## src/rtl/memory_controller.sv

```systemverilog
// Request sequencer for a bank of memory lines: accepts one read/write at a time,
// drives a one-cycle select/strobe to the addressed line and returns a response.
module memory_controller #(
    parameter int unsigned ADDR_W = 2,
    parameter int unsigned DATA_W = 8,
    localparam int unsigned LINES = 2 ** ADDR_W
) (
    input  logic              clock,
    input  logic              reset,
    input  logic              i_req_valid,
    output logic              o_req_ready,
    input  logic              i_req_write,
    input  logic [ADDR_W-1:0] i_req_addr,
    input  logic [DATA_W-1:0] i_req_wdata,
    output logic              o_rsp_valid,
    input  logic              i_rsp_ready,
    output logic              o_rsp_write,
    output logic [DATA_W-1:0] o_rsp_rdata,
    output logic [LINES-1:0]  o_mem_select,
    output logic              o_mem_wE,
    output logic              o_mem_rE,
    output logic [DATA_W-1:0] o_mem_wdata,
    input  logic [DATA_W-1:0] i_mem_rdata
);

    typedef enum logic [1:0] {StIdle, StWrite, StRead, StResp} state_e;

    state_e              r_state;
    state_e              w_state_next;
    logic                w_accept;
    logic [LINES-1:0]    w_onehot;
    logic [LINES-1:0]    r_mem_select;
    logic                r_mem_we;
    logic                r_mem_re;
    logic [DATA_W-1:0]   r_wdata;
    logic                r_rsp_valid;
    logic                r_rsp_write;
    logic [DATA_W-1:0]   r_rsp_rdata;

    assign w_onehot = {{(LINES-1){1'b0}}, 1'b1} << i_req_addr;

    always_ff @(posedge clock or negedge reset) begin
        if (!reset) begin
            r_state <= StIdle;
        end else begin
            r_state <= w_state_next;
        end
    end

    always_comb begin
        w_state_next = r_state;
        w_accept     = 1'b0;
        unique case (r_state)
            StIdle: begin
                if (i_req_valid) begin
                    w_accept     = 1'b1;
                    w_state_next = i_req_write ? StWrite : StRead;
                end
            end
            StWrite, StRead: w_state_next = StResp;
            StResp: begin
                if (i_rsp_ready) begin
                    w_state_next = StIdle;
                end
            end
            default: w_state_next = StIdle;
        endcase
    end

    // Strobes are loaded at acceptance so they are high exactly for the WRITE/READ cycle.
    always_ff @(posedge clock or negedge reset) begin
        if (!reset) begin
            r_mem_select <= '0;
            r_mem_we     <= 1'b0;
            r_mem_re     <= 1'b0;
            r_wdata      <= '0;
            r_rsp_valid  <= 1'b0;
            r_rsp_write  <= 1'b0;
            r_rsp_rdata  <= '0;
        end else begin
            r_mem_select <= '0;
            r_mem_we     <= 1'b0;
            r_mem_re     <= 1'b0;
            if (w_accept) begin
                r_mem_select <= w_onehot;
                r_mem_we     <= i_req_write;
                r_mem_re     <= ~i_req_write;
                r_wdata      <= i_req_wdata;
            end
            if (r_state == StWrite) begin
                r_rsp_write <= 1'b1;
                r_rsp_rdata <= '0;
            end
            if (r_state == StRead) begin
                r_rsp_write <= 1'b0;
                r_rsp_rdata <= i_mem_rdata;
            end
            r_rsp_valid <= (w_state_next == StResp);
        end
    end

    assign o_req_ready  = (r_state == StIdle);
    assign o_rsp_valid  = r_rsp_valid;
    assign o_rsp_write  = r_rsp_write;
    assign o_rsp_rdata  = r_rsp_rdata;
    assign o_mem_select = r_mem_select;
    assign o_mem_wE     = r_mem_we;
    assign o_mem_rE     = r_mem_re;
    assign o_mem_wdata  = r_wdata;

endmodule
```

## config.mk

```make
export PLATFORM = sky130hd
export DESIGN_NAME = memory_controller
export DESIGN_NICKNAME = d
export VERILOG_FILES = /design/src/rtl/memory_controller.sv
export SDC_FILE = /design/constraint.sdc
export NUM_CORES = 1
export LEC_CHECK = 0
export CORE_MARGIN = 5
export CORE_UTILIZATION = 37
export DETAILED_ROUTE_END_ITERATION = 8
export GPL_ROUTABILITY_DRIVEN = 0
export HOLD_SLACK_MARGIN = 0.1
export PLACE_DENSITY_LB_ADDON = 0.08
export SLEW_MARGIN = 10
export SYNTH_ARGS = -nofsm -noshare
export SYNTH_HDL_FRONTEND = slang
export SYNTH_SLANG_ARGS = --single-unit
```

## constraint.sdc

```tcl
create_clock -name clock -period 1.45 [get_ports clock]
set_input_delay 0.435 -clock clock [delete_from_list [all_inputs] [get_ports clock]]
set_output_delay 0.435 -clock clock [all_outputs]
set_load 0.03 [all_outputs]
```

### Yosys cells after proc, flatten, opt, wreduce, memory -nomap -nowiden

Cells that the tools add are included.

| storage, ports and cells | value |
|---|---|
| bits in registers | 26 |
| input port bits | 23 |
| output and inout port bits | 25 |

| operators by class | value |
|---|---|
| equal/unequal tests | 4 |
| shift-type cells | 1 |
| mux-type cells | 13 |
| bitwise operators | 1 |
| reduce and logical (&&, ||, !) cells | 3 |

Operators with widths:

| kind | number |
|---|---|
| 8-bit 2-to-1 mux | 2 |
| 2-bit equality test, second input constant | 3 |
| 1-bit 2-to-1 mux | 6 |
| 2-bit 2-to-1 mux | 3 |
| 2-bit one-hot mux with 3 select lines | 1 |
| 4-bit 2-to-1 mux | 1 |
| 1-bit by 2-bit << shifter with 4-bit output, first input constant | 1 |
| 2-bit by 1-bit equality test with 1-bit output, second input constant | 1 |
| 2-bit logical NOT | 1 |
| 2-bit nonzero test | 1 |
| 2-bit OR reduction | 1 |
| 1-bit inverter | 1 |

### Logic depth before layout (Yosys ltp)

| logic depth | value |
|---|---|
| depth after elaboration | 4 |
| mapped depth | 6 |
| gate-level depth less buffers | 4 |

### Worst setup path after synthesis

Ideal clock, no wire load.

| timing path | value |
|---|---|
| path type | flip-flop to flip-flop |
| start point | register r_state[1] |
| end point | register r_wdata[2], in the netlist o_mem_wdata[2] |
| library setup time | 0.125 ns |
| data arrival time | 1.528 ns |
| required time | 1.325 ns |
| slack | -0.203 ns |
| cell stages (with the launch flop) | 7 |
| path buffers | 2 |
| cell sequence | dfrtp_1 inv_1 ha_1 buf_4 nand2_2 buf_6 mux2_4 |

| on the way | value |
|---|---|
| longest elaborated chain between the ends | 2 |

Ends and longest elaborated chain:

| what | RTL line | text |
|---|---|---|
| start, declared | 28 | `state_e r_state;` |
| start signal, assigned | 44 | `r_state <= StIdle;` |
| start signal, assigned | 46 | `r_state <= w_state_next;` |
| 2-bit logical NOT | n/a |  |
| via o_req_ready | 11 | `output logic o_req_ready,` |
| 1-bit 2-to-1 mux | 53 | `unique case (r_state)` |
| end signal, assigned | 88 | `r_wdata <= i_req_wdata;` |
| end, declared | 35 | `logic [DATA_W-1:0] r_wdata;` |

The timed path passes the listed nets, and every way through them passes these cells.
A chain may end at the register's enable or synchronous reset.

### Worst setup path after layout

| timing path | value |
|---|---|
| start point | register r_state[1] |
| end point | output port o_req_ready |

| on the way | value |
|---|---|
| longest elaborated chain between the ends | 1 |

Ends and longest elaborated chain:

| what | RTL line | text |
|---|---|---|
| 2-bit logical NOT | 102 | `assign o_req_ready = (r_state == StIdle);` |
| end, declared | 11 |  |

No other way between the ends.

==> results.json <==
{
  "skew_ps": 5.80,
  "drt_pass1_iterations": 4,
  "worst_setup_path_end_kind": "output port",
  "dieArea_um2": 4140,
  "multi_input_area_um2": 390,
  "drtIter0Drc": 11,
  "syn_area_um2": 1090,
  "antenna_found_initial": 0,
  "rrSetupSlack_ps": 90,
  "cts.clk_slew.worst_paths_ps": 140,
  "drc_errors": 0,
  "fin_crit_ps": 1510,
  "antenna_left": 0,
  "core-area_um2": 2780,
  "synthTopCellsByArea": "dfrtp_1, mux2_4, nand3_1",
  "rsz0062_at_grt": "yes",
  "synthCells": 89,
  "yosys_warnings": 0,
  "syn2layout_area_growth_pct": 49.5,
  "htreeDepth": 1,
  "layout.nets": 168,
  "yosys.area.top_type_share": 0.596,
  "slew_violations": 0,
  "total_power_uw": 3370,
  "status": "finished, violations left",
  "yosysUniqueCellTypes": 24,
  "hold_violations": 0,
  "clock-sinks": 26,
  "n_antenna_cell": 0,
  "placementRows": 19,
  "relSlewSlack": 0.781,
  "p_leak_uw": 0.000782,
  "wl_per_cell_um": 13.8,
  "clock_latency_ps": 310,
  "yosysTopAreaCell": "dfrtp_1",
  "arrival_ps": 1070,
  "required_ps": 1020,
  "initial_core_util": 0.393,
  "drive_gt1_frac": 0.333,
  "cts_tree": "yes",
  "clockRootBuffer": "clkbuf_4",
  "path_max_fanout": 2,
  "finalInstanceArea_um2": 1630,
  "io_pins": 48,
  "critical_path_class": "flop to output port",
  "max_slew.worst_pin.slew_ps": 329,
  "drt_wl_total_mm": 2.38,
  "hp-class": "input port to asynchronous set/reset pin",
  "ys_seq_elements": 26,
  "grt_pass1_vias": 840,
  "timing.fmax_ghz": 0.664,
  "die_w_um": 64.3,
  "pre_cts_ws_ps": -230,
  "dpl_cell_area_um2": 1570,
  "dr_total_vias": 803,
  "worst_slack_ps": -55.6,
  "globalRoute.totalOverflow": 0,
  "regArea_um2": 651,
  "vdd_drop_max_mv": 1.64,
  "setup_viol": 1,
  "grt_max_degree": 27,
  "finalCritPeriodShare": 1.04,
  "place_hpwl_mm": 1.78,
  "fin_tns_setup_ps": -55.6,
  "clock_tree.buffer_depth": 2,
  "cp-start-kind": "flop",
  "drv_cap": 0,
  "p_per_area_nw_per_um2": 2060,
  "dieHeight_um": 64.3,
  "fill_cells": 249,
  "numPortBuffers": 47,
  "seq_area_frac_synth": 0.596,
  "cts_buffers": 3,
  "postSynthAreaPerCell_um2": 12.3,
  "grt_util_all_layers": 0.121,
  "grt_first_pass_wirelength_mm": 3.97,
  "viasPerCell": 4.67,
  "violations": "negative setup slack",
  "postCtsHoldBufs": 0,
  "synth.net_count": 115
}
-- critical path, cell delays in order (launching register included) --
cell     delay (ps)
dfrtp_1         410
inv_2            80
ha_4            140
buf_6           120
-- metal layers --
metal,up-vias,wire [µm],part of all wire,GRT usage
li1,405,-,-,-
met1,376,1080,0.45,0.150
met2,20,1140,0.48,0.200
met3,2,139,0.058,0.0298
met4,0,17,0.0071,0.0458
met5,-,0,0,0
-- timing repair --
item,in CTS,in global routing
setup endpoints to repair,5,5
resized for setup,15,5
buffers inserted,1,1
pin swaps,1,1
-- layout by cell type (no fill, tap or decap), types with 3 or more instances in the layout --
cell type / n
dfrtp_1: 26
buf_4: 25
inv_1: 10
nand2b_1: 3
clkdlybuf4s50_1: 22
clkbuf_4: 3
nand3_1: 9
o21ai_0: 8
mux2_4: 6
-- logic make-up (layout without fill, tap and decap cells) --
logic type / count (synthesis) / count (layout) / share of synthesized area
AOI/OAI and AO/OA: 10 / 10 / 0.0516
muxes: 9 / 9 / 0.112
DFF: 26 / 26 / 0.596
and+or+nand+nor: 24 / 24 / 0.135
adders and majority gates: 3 / 3 / 0.0344
buffers and inverters: 17 / 69 / 0.0710
-- layout make-up --
cell class              count  area share
flip-flops and latches     26       0.398
repair buffers             53       0.289
multi-input cells          46       0.239
inverters                  12      0.0276
well taps                  31      0.0238
clock buffers               4      0.0222
-- per-stage QoR --
| stage | hold slack, ps | utilization | instances |
|---|---|---|---|
| floorplan | 139 | - | 89 |
| detailed placement | 493 | 0.565 | 166 |
| global route | 446 | 0.587 | 172 |
| finish | 455 | 0.587 | 172 |
| global placement | 496 | 0.565 | 166 |
| CTS | 444 | 0.586 | 171 |
-- synth_stat cells --
master     instances
clkbuf_1           1
mux2i_1            1
mux2_4             6
dfrtp_1           26
nor2_1             2
nand4bb_1          1
nand4b_1           1
nand2b_1           3
nand4_1            1
o21ai_0            8
nor3_1             1
nand3_1            9
a32oi_1            1
and4_1             1
buf_6              1
nand2_2            1
buf_4              1
buf_2              2
o211ai_1           1
ha_1               3
mux2_2             2
nand3b_1           2
nor3b_1            2
inv_1             12
-- sequential cells by signal (all words and copies together), names as in the netlist --
| register | flops |
|---|---|
| o_rsp_valid | 1 |
| r_state | 2 |
| o_rsp_write | 1 |
| o_mem_wE | 1 |
| o_rsp_rdata | 8 |
| o_mem_select | 4 |
| o_mem_rE | 1 |
| o_mem_wdata | 8 |
-- power by group --
group          switching (µW)  internal (µW)
sequential                124            976
clock                     201            153
combinational            1070            851
-- final timing paths --
check	startpoint	endpoint	depth (start not counted)
worst max-delay path	r_state[1]	o_req_ready	3
worst min-delay path	reset	o_mem_wdata[0]	2
worst max register to register	r_state[0]	o_mem_wdata[1]	5
worst min register to register	o_mem_wdata[0]	o_mem_wdata[0]	1
max in group asynchronous	reset	o_mem_wdata[4]	2
min in group clock	o_mem_wdata[0]	o_mem_wdata[0]	1
Note: power is estimated with default switching activity, not from simulation.
